==> src/rtl/fetch_stage.sv <==
// Instruction-fetch stage: owns the PC, requests a sync-read imem, absorbs
// its one-cycle latency with a one-entry skid buffer and drives IF/ID.
//
// Ports:
//   clk, rst           clock; asynchronous active-high reset
//   stall_id           hold IF/ID contents this cycle
//   redirect_valid     control-flow change, flush younger instructions
//   redirect_pc        new fetch address (bits [1:0] ignored)
//   imem_req/addr      read request and address (= pc_f)
//   imem_rdata         data for the request issued the previous cycle
//   id_valid/inst/pc   IF/ID register contents
//   id_pc_plus4        id_pc + 4, wrapping
module fetch_stage #(
  parameter int INST_WIDTH = 32,
  parameter int ADDR_WIDTH = 32,
  parameter logic [ADDR_WIDTH-1:0] RESET_PC = '0,
  parameter logic [INST_WIDTH-1:0] NOP_INST = 'h13
) (
  input  logic                  clk,
  input  logic                  rst,
  input  logic                  stall_id,
  input  logic                  redirect_valid,
  input  logic [ADDR_WIDTH-1:0] redirect_pc,
  output logic                  imem_req,
  output logic [ADDR_WIDTH-1:0] imem_addr,
  input  logic [INST_WIDTH-1:0] imem_rdata,
  output logic                  id_valid,
  output logic [INST_WIDTH-1:0] id_inst,
  output logic [ADDR_WIDTH-1:0] id_pc,
  output logic [ADDR_WIDTH-1:0] id_pc_plus4
);

  localparam logic [ADDR_WIDTH-1:0] FOUR = ADDR_WIDTH'(4);
  localparam logic [ADDR_WIDTH-1:0] ALIGN_MASK = ~ADDR_WIDTH'(3);

  typedef struct packed {
    logic                  valid;
    logic [INST_WIDTH-1:0] inst;
    logic [ADDR_WIDTH-1:0] pc;
    logic [ADDR_WIDTH-1:0] pc4;
  } if_id_t;

  function automatic if_id_t mk_slot(
    input logic [INST_WIDTH-1:0] inst,
    input logic [ADDR_WIDTH-1:0] pc
  );
    if_id_t s;
    s.valid = 1'b1;
    s.inst  = inst;
    s.pc    = pc;
    s.pc4   = pc + FOUR;
    return s;
  endfunction

  logic [ADDR_WIDTH-1:0] pc_q, pc_d;
  logic                  inflight_q, inflight_d;
  logic [ADDR_WIDTH-1:0] req_pc_q, req_pc_d;
  logic                  skid_valid_q, skid_valid_d;
  logic [INST_WIDTH-1:0] skid_inst_q, skid_inst_d;
  logic [ADDR_WIDTH-1:0] skid_pc_q, skid_pc_d;
  if_id_t                ifid_q, ifid_d;
  logic                  skid_next_full;

  // A new request is only issued if its response is sure to find room
  // (IF/ID or an empty skid) in the following cycle.
  assign skid_next_full =
    (stall_id & (skid_valid_q | inflight_q)) |
    (skid_valid_q & inflight_q);

  assign imem_req  = ~redirect_valid & ~skid_next_full;
  assign imem_addr = pc_q;

  always_comb begin
    pc_d         = pc_q;
    inflight_d   = 1'b0;
    req_pc_d     = req_pc_q;
    skid_valid_d = skid_valid_q;
    skid_inst_d  = skid_inst_q;
    skid_pc_d    = skid_pc_q;
    ifid_d       = ifid_q;

    if (redirect_valid) begin
      // Flush everything; any response arriving now is dropped.
      pc_d         = redirect_pc & ALIGN_MASK;
      skid_valid_d = 1'b0;
      ifid_d.valid = 1'b0;
      ifid_d.inst  = NOP_INST;
    end else begin
      if (imem_req) begin
        req_pc_d   = pc_q;
        pc_d       = pc_q + FOUR;
        inflight_d = 1'b1;
      end

      if (!stall_id) begin
        if (skid_valid_q) begin
          ifid_d = mk_slot(skid_inst_q, skid_pc_q);
        end else if (inflight_q) begin
          ifid_d = mk_slot(imem_rdata, req_pc_q);
        end else begin
          ifid_d.valid = 1'b0;
          ifid_d.inst  = NOP_INST;
        end
        // Skid drained into IF/ID; a concurrent response refills it.
        skid_valid_d = skid_valid_q & inflight_q;
        if (skid_valid_q & inflight_q) begin
          skid_inst_d = imem_rdata;
          skid_pc_d   = req_pc_q;
        end
      end else if (inflight_q) begin
        // Stalled: skid is known empty here, park the response.
        skid_valid_d = 1'b1;
        skid_inst_d  = imem_rdata;
        skid_pc_d    = req_pc_q;
      end
    end
  end

  always_ff @(posedge clk or posedge rst) begin
    if (rst) begin
      pc_q         <= RESET_PC;
      inflight_q   <= 1'b0;
      req_pc_q     <= '0;
      skid_valid_q <= 1'b0;
      skid_inst_q  <= NOP_INST;
      skid_pc_q    <= '0;
      ifid_q.valid <= 1'b0;
      ifid_q.inst  <= NOP_INST;
      ifid_q.pc    <= '0;
      ifid_q.pc4   <= FOUR;
    end else begin
      pc_q         <= pc_d;
      inflight_q   <= inflight_d;
      req_pc_q     <= req_pc_d;
      skid_valid_q <= skid_valid_d;
      skid_inst_q  <= skid_inst_d;
      skid_pc_q    <= skid_pc_d;
      ifid_q       <= ifid_d;
    end
  end

  assign id_valid    = ifid_q.valid;
  assign id_inst     = ifid_q.inst;
  assign id_pc       = ifid_q.pc;
  assign id_pc_plus4 = ifid_q.pc4;

endmodule

==> config.mk <==
export PLATFORM = sky130hd
export DESIGN_NAME = fetch_stage
export DESIGN_NICKNAME = d
export VERILOG_FILES = /design/src/rtl/fetch_stage.sv
export SDC_FILE = /design/constraint.sdc
export NUM_CORES = 1
export LEC_CHECK = 0
export CORE_ASPECT_RATIO = 1.2
export CORE_MARGIN = 2
export CORE_UTILIZATION = 47
export DETAILED_ROUTE_END_ITERATION = 6
export HOLD_SLACK_MARGIN = 0.08
export PLACE_DENSITY = 0.82
export RECOVER_POWER = 100
export SLEW_MARGIN = 20
export SYNTH_ARGS = -nofsm -noshare
export SYNTH_HDL_FRONTEND = slang
export SYNTH_SLANG_ARGS = --single-unit
==> constraint.sdc <==
create_clock -name clk -period 6.6 [get_ports clk]
set_clock_uncertainty 0.1 [all_clocks]
set_input_delay 0.66 -clock clk [delete_from_list [all_inputs] [get_ports clk]]
set_output_delay 0.66 -clock clk [all_outputs]
set_load 0.05 [all_outputs]
* Word-level counts from Yosys, hierarchy flattened
Cells that the tools add are included.
W data, S select, Z words.
** Storage, ports and cells
- Bits in latches :: 0
- Memory bits (writable) :: 0
- Register bits after elaboration :: 227
- Memories kept :: 0
- Bits in read-only memories :: 0
** Operators by class
- $mul :: 0
- Divide/modulo/power cells :: 0
- $add $sub $neg :: 3
- Reductions and logical operators :: 6
- Bitwise logic cells :: 8
- $lt $le $gt $ge :: 0
- Equality and inequality tests :: 3
- Shift operators :: 0
- Muxes and demuxes :: 18
** Operators by type and width (count)
- $mux W32 :: 8
- $mux W97 :: 2
- $add A32 B3 Y32 const B :: 3
- $mux W33 :: 2
- $mux W64 :: 1
- $reduce_and A3 Y1 :: 2
- $reduce_bool A2 Y1 :: 3
- $mux W1 :: 5
- $ne A2 B1 Y1 const B :: 2
- $and A1 B1 Y1 :: 3
- $ne A3 B1 Y1 const B :: 1
- $not A1 Y1 :: 3
- $or A1 B1 Y1 :: 2
- $reduce_and A2 Y1 :: 1

* Logic depth before layout (Yosys ltp)
Gate-level depths: netlist (run 1).
- Depth after elaboration :: 7
- Mapped depth :: 12
- Depth with buffers taken out :: 7

* Worst setup path before layout (run 1)
No wires, ideal clock.
- Path type :: reg2reg
- From :: register skid_valid_q
- To :: register ifid_q (netlist bit id_pc_plus4[28])
- Path buffers :: 5
- Setup slack :: 3.663 ns
- Setup time :: 0.095 ns
- Period minus slack after synthesis :: 2.937 ns
- Arrival :: 2.741 ns
- Required time :: 6.405 ns
- Cell stages (with the launch flop) :: 13
- Cell sequence :: dfrtp_1 -> buf_6 -> buf_2 -> buf_2 -> buf_1 -> mux2_2 -> ha_1 -> nand4_1 -> nand2_1 -> and4_1 -> clkbuf_1 -> nor3b_1 -> o31ai_1
** On the way
- Cells in the longest elaborated chain, start to end :: 2
** Ends and longest elaborated chain
- start: declaration :: RTL line 58 : logic skid_valid_q, skid_valid_d;
- start signal: assignment :: RTL line 135 : skid_valid_q <= skid_valid_d;
- $reduce_bool A2 Y1 (no line)
- $reduce_and A3 Y1 (no line)
- end signal: assignment :: RTL line 138 : ifid_q <= ifid_d;
- end: declaration :: RTL line 61 : if_id_t ifid_q, ifid_d;
Several ways; a longest one is shown, not always the timed one.
A chain may end at the register's enable or synchronous reset.

* Final worst setup path (run 1)
- From :: register skid_valid_q
- To :: register ifid_q (netlist bit id_pc_plus4[25])
The elaborated chain is that of the path after synthesis.

==> results.md, run 1 <==
* Status: finished with violations
* Failing checks: capacitance limit, slew limit
* CTS tree: yes
* Clk Latency, worst-skew pair at 0.50 ns
* Residual DRC at 0
* Synth Warn # at 0
* Syn Inst Count at 937
* Setup Buffers After CTS at 0
* RR Startpoint: skid_valid_q
* Setup-failing EPs final at 0
* Commonest cells after routing, fill and taps aside: dfrtp_1 (210), dlygate4sd3_1 (125), nand2_1 (104)
* Pwr per Cell Area at 358.1 nW/um2
* Commonest non-fill, non-tap cell in the layout: dfrtp_1
* Non-filler instance count after layout at 1391
* Chip Width at 137.6 um
* Clock-pin slew on the worst setup and hold paths at 0.06 ns
* PostCTS Resize Cnt at 0
* Worst hold path class: flop to flop
* DP HPWL at 16450 um
* Vias per inst at 5.535
* Min-Delay Endpoint: id_pc_plus4[28]
* Fin. Hold Viols at 0
* Met1 usage at 26.90%
* Area grow syn2layout at 28.49%
* Initial Utilization at 47.99%
* Slew HR at -55.42%
* Tot GR Track Use at 21.51%
* Final instance area at 12930 um2
* Max Fclk at 220.5 MHz
* Worst setup margin at 2.064 ns
* Worst-margin pin slew at 2.307 ns
* Pin count of the biggest net entering global routing at 155
* Router iterations before antenna repair at 5
* Routed Antenna Nets at 0
* H-tree Lvls at 1
* DP Area at 12160 um2
* Clock Tree Buf Depth at 3
* CP Data Arrival Time at 4.81 ns
* R2R Setup Slk at 2.06 ns
* Unrepaired setup endpoints after global routing: false
* Post-synth EDFFs at 0
* Main flop type after synthesis: dfrtp_1
* DRT Wirelength at 24330 um
* Peak supply drop at 0.3752 mV
* Hold Path Depth at 2
* Worst Setup End Kind: flop
* GRT met2 Usage at 36.61%
* Post-Syn Area at 10060 um2
* Placement Setup Slack at 3.129 ns
* Sequential area share after synthesis at 54.04%
* Req. time, crit path at 6.87 ns
* # diodes at 0
* Static Leak at 5.628 nW
* Count of pins over their slew limit at 66
* Max Cap Viol at 2
* CP Launch Type: flop
* Share of cells above drive strength 1 at 14.18%
* Tcrit/Tclk final at 68.73%
* Iteration-0 DRC Markers at 418
* Mean Syn Cell Area at 10.74 um2
* Crit path max fanout at 88
* RePlAce Congestion at 0.8821
* DP Cell Count at 1351
* Synthesized flop and latch total at 217
* Ys async rst share at 100.0%
* # clock sinks at 217
* Final #Nets at 1175
* Global routing usage on met3 at 5.772%
* TNS Setup at 0 ns
* Total CTS buffers at 22
* IO Port Bufs at 189
* Core area at 20970 um2
* Chip height at 164.3 um
* WL/cell at 17.49 um
* RR Endpoint: id_pc_plus4[25]
* Worst r2r path cells at 5
* Unique masters post-synth at 51
* Vias at 7699
* Post-CTS Hold Buffers at 0
* Hold Crit Start: id_pc_plus4[28]
* GRT overflow at 0
* GRT Max-Usage Layer: met2
* FP Rows at 58
* Min cycle time layout at 4.536 ns
* Vias in the first global route at 7716
* Io pins at 198
* Clock root buffer: clkbuf_16
* WS Path Type: flop to flop
* Initial antenna violation count at 0
* Global-route wire length before repair at 38810 um
* Die ar. at 22610 um2
[registers in the layout, summed over array words and instances, names as in the netlist]
signal and flops:
skid_valid_q 1, id_pc 30, id_valid 1, skid_inst_q 32
skid_pc_q 30, imem_addr 30, id_inst 32, inflight_q 1
id_pc_plus4 30, req_pc_q 30
[power breakdown]
part	switching, mW	total (mW)	internal, mW
Sequential	0.247	1.89	1.64
Clock	0.509	1.37	0.859
Combinational	0.882	1.38	0.496
Total	1.64	4.63	2.99
[logic make-up (layout without fill, tap and decap cells)]
group,Yosys count,count (layout),synth area share [%]
AND/OR/NAND/NOR,298,298,13.84
flip-flops,217,217,54.04
AO/OA/AOI/OAI,179,179,10.90
multiplexers,129,129,14.06
buffers and inverters,67,246,3.021
XOR/XNOR,43,43,3.742
adder cells (fa/ha/maj),3,3,0.3605
other,1,6,0.03726
[per-layer routing]
layer,vias to the layer above,part of all wire (%)
met1,3796,42
met4,0,2.0
met5,-,0
met2,197,49
met3,33,6.9
li1,3673,-
[worst max path at each step]
stage	startpoint	end	slack (ns)	cells after the start
2_1_floorplan	rst	id_inst[10]	3.02	1
3_3_place_gp	redirect_valid	id_pc_plus4[31]	3.17	8
3_5_place_dp	redirect_valid	id_pc_plus4[25]	3.13	8
4_1_cts	skid_valid_q	imem_req	2.77	4
5_1_grt	skid_valid_q	id_pc_plus4[25]	1.65	5
6_report	skid_valid_q	id_pc_plus4[25]	2.06	5
[Yosys cell counts (8+ instances only)]
library cell	n	area, um2
xor2_1	32	280.3
xnor2_1	11	96.34
nand3b_1	9	67.56
nor2_1	87	326.6
a22oi_1	38	285.3
clkbuf_1	39	146.4
a21oi_1	35	175.2
buf_2	8	40.04
a21o_1	9	67.56
mux2i_1	30	300.3
mux2_2	99	1115
o21ai_0	65	325.3
nand4_1	24	150.1
buf_1	8	30.03
dfrtp_1	210	5255
nand3_1	36	180.2
nand2_1	104	390.4
[cell type report]
class | instances | area (um2)
clock buffers | 31 | 665.6
clock inverters | 9 | 150.1
fillers | 1746 | 8040
inverters | 3 | 12.51
multi-input cells | 658 | 4350
flip-flops and latches | 217 | 5439
well taps | 270 | 337.8
repair buffers | 203 | 1977
[per-stage QoR]
stage | total power [mW] | util, % | hold WS [ns]
after detailed placement | 3.343 | 58.00 | 0.3699
final | 4.631 | 61.66 | 0.3694
after CTS | 4.729 | 61.89 | 0.3832
after global placement | 3.291 | 58.00 | 0.3600
after floorplan | 2.834 | - | 0.3737
after global routing | 4.846 | 61.66 | 0.3968
[critical path: stages (launching register included)]
cell and delay, ns:
dfrtp_1 0.88, o21ai_0 1.97, buf_4 0.82, nor2_1 0.19, a221oi_1 0.32, nand3_1 0.12
No activity file was read; power rests on OpenSTA's default activity.
==> inputs of run 2 (changes only) <==
- CORE_UTILIZATION: 47 -> 52
- PLACE_DENSITY: 0.82 -> 0.85
- clock period: 6.6 -> 4.27 ns (I/O delays scaled with it)
==> run 2 against run 1 <==
Effect of this change: the run still ends with capacitance limit, slew limit left; cell count decreased by 0.72%; combinational power increased by 54%; global-route usage rose by 2.7 points; utilization increased by 6.3 points; via count grew 1.5%; largest cell class unchanged; largest power group unchanged.
==> results.md, run 2 (synthesis gave the netlist of run 1 again) <==
* Hold Path Depth at 3 (+1)
* Static Leak at 5.598 nW (-0.53%)
* # diodes at 0 (unchanged)
* Setup Buffers After CTS at 0 (unchanged)
* FP Rows at 55 (-5.2%)
* Sequential power share at 41.7% (+1.0 points)
* Count of pins over their slew limit at 139 (+110%)
* Crit-path cells: maj3_1 > nor2_2 > buf_4 > dlygate4sd3_1
* CTS tree: yes
* Initial antenna violation count at 1 (+1)
* Vias per inst at 5.661 (+2.3%)
* Max Fclk at 266.8 MHz
* Placement Setup Slack at 1.205 ns (-1.924 ns)
* Internal cell power at 4.472 mW (+49%)
* WL/cell at 17.72 um (+1.3%)
* DP HPWL at 17190 um (+4.5%)
* Vias in the first global route at 7744 (+0.36%)
* Status: finished with violations
* TNS Setup at 0 ns (unchanged)
* Commonest cells after routing, fill and taps aside: dfrtp_1 (209), dlygate4sd3_1 (125), nand2_1 (104)
* Residual DRC at 0 (unchanged)
* Top cell family by delay on the critical path: buffers and inverters
* RePlAce Congestion at 0.8861 (+0.45%)
* Worst hold path class: input pin to flop
* Pin count of the biggest net entering global routing at 91 (-41%)
* Chip height at 156.4 um (-4.8%)
* Tot GR Track Use at 24.23% (+2.7 points)
* Worst r2r path cells at 7 (+2)
* Die ar. at 20490 um2 (-9.4%)
* CP Data Arrival Time at 3.22 ns (-1.59 ns)
* Delay of the slowest critical-path stage at 0.93 ns (-1.04 ns)
* Worst setup margin at 0.5219 ns (-1.542 ns)
* CP max stage cell: dlygate4sd3_1
* CP Launch Type: flop
* Clock root buffer: clkbuf_16
* Area of the multi-input gates at 4362 um2 (+0.26%)
* Crit path max fanout at 41 (-53%)
* Max Cap Viol at 4 (+2)
* H-tree Lvls at 1 (unchanged)
* Non-filler instance count after layout at 1381 (-0.72%)
* Vias at 7818 (+1.5%)
* Share of cells above drive strength 1 at 14.31% (+0.13 points)
* Power, Total at 7.015 mW (+51%)
* Slew HR at -34.94% (+20 points)
* PostCTS Resize Cnt at 0 (unchanged)
* Setup-failing EPs final at 0 (unchanged)
* Final #Nets at 1179 (+0.34%)
* Sequential cell area at 5443 um2 (about the same)
* Post-CTS Hold Buffers at 0 (unchanged)
* Iteration-0 DRC Markers at 441 (+5.5%)
* Clock Tree Buf Depth at 3 (unchanged)
* Comb pwr share at 30.3% (+0.5 points)
* CP Depth at 4 (-1)
* Fin. Hold Viols at 0 (unchanged)
* Min cycle time layout at 3.748 ns
* GRT overflow at 0 (unchanged)
* DP Cell Count at 1341 (-0.74%)
* Tcrit/Tclk final at 87.78%
* Pwr per Cell Area at 545.5 nW/um2 (+52%)
* Clock-pin slew on the worst setup and hold paths at 0.06 ns (about the same)
* Net Sw Frac at 36.25% (+0.89 points)
* Worst Setup End Kind: primary output
* Worst-case hold slack at 0.2954 ns (-0.07395 ns)
* Unrepaired setup endpoints after global routing: false
* Io pins at 198 (unchanged)
* WS Path Type: flop to primary output
* Peak supply drop at 0.3662 mV (-2.4%)
* IO Port Bufs at 189 (unchanged)
* Worst-margin pin slew at 2.024 ns (-0.2829 ns)
* Fillers at 1400 (-20%)
* Clk Latency, worst-skew pair at 0.50 ns (about the same)
* Global-route wire length before repair at 39880 um (+2.7%)
* Commonest non-fill, non-tap cell in the layout: dfrtp_1
* WP buf/inv at 2 (+1)
* Total CTS buffers at 22 (unchanged)
* Initial Utilization at 53.18% (+5.2 points)
* # clock sinks at 217 (unchanged)
* Clock power share at 28.1% (-1.4 points)
* Chip Width at 131 um (-4.8%)
* Psw at 2.543 mW (+55%)
* Failing checks: capacitance limit, slew limit
* Router iterations before antenna repair at 5 (unchanged)
* Area grow syn2layout at 27.78%
* Routed Antenna Nets at 0 (unchanged)
* Core area at 18920 um2 (-9.8%)
* DRT Wirelength at 24470 um (+0.57%)
* Req. time, crit path at 3.74 ns (-3.13 ns)
[run 2: final timing paths]
check	from	to	slack (ns)
hold reg to reg	id_pc[21]	id_pc[21]	0.37
setup reg to reg	skid_valid_q	id_inst[24]	0.72
min in group asynchronous	rst	imem_addr[11]	0.61
max in group asynchronous	rst	imem_addr[27]	1.00
setup / recovery	skid_valid_q	imem_req	0.52
hold / removal	redirect_valid	id_inst[0]	0.30
[run 2: worst register-to-register path: stages (launching register included)]
cell	delay, ns
dfrtp_4	0.75
clkbuf_1	1.19
nor2b_2	0.06
clkbuf_1	0.62
a22oi_1	0.38
nor2_1	0.08
a21oi_1	0.16
nor2_1	0.06
[run 2: cell type report]
type                            instances  share of cell area, %
Inverter                                3                0.09729
Clock buffer                           30                  4.991
Timing Repair Buffer                  207                  15.35
Multi-Input combinational cell        658                  33.91
Clock inverter                         10                 0.8367
Sequential cell                       217                  42.32
Tap cell                              256                  2.491
[run 2: per-stage QoR]
stage          util, %  cell area [um2]
2_1_floorplan        -            10090
3_3_place_gp     64.28            12160
3_5_place_dp     64.28            12160
4_1_cts          68.24            12910
5_1_grt          67.96            12860
6_report         67.96            12860
[run 2: metal layers]
metal | routed length (um) | up-vias | global-route usage, %
met2 | 12030 | 260 | 40.04
met3 | 1904 | 47 | 6.872
li1 | - | 3680 | -
met4 | 626 | 0 | 7.649
met5 | 0 | - | 0
met1 | 9906 | 3831 | 30.81
[run 2: power by group through the flow]
stage,sequential [mW],clock (mW),combinational [mW]
2_1_floorplan,3.63,0,0.746
3_3_place_gp,2.92,0,2.16
3_5_place_dp,2.96,0,2.22
4_1_cts,2.93,2.00,2.23
5_1_grt,2.99,2.09,2.27
6_report,2.92,1.97,2.12
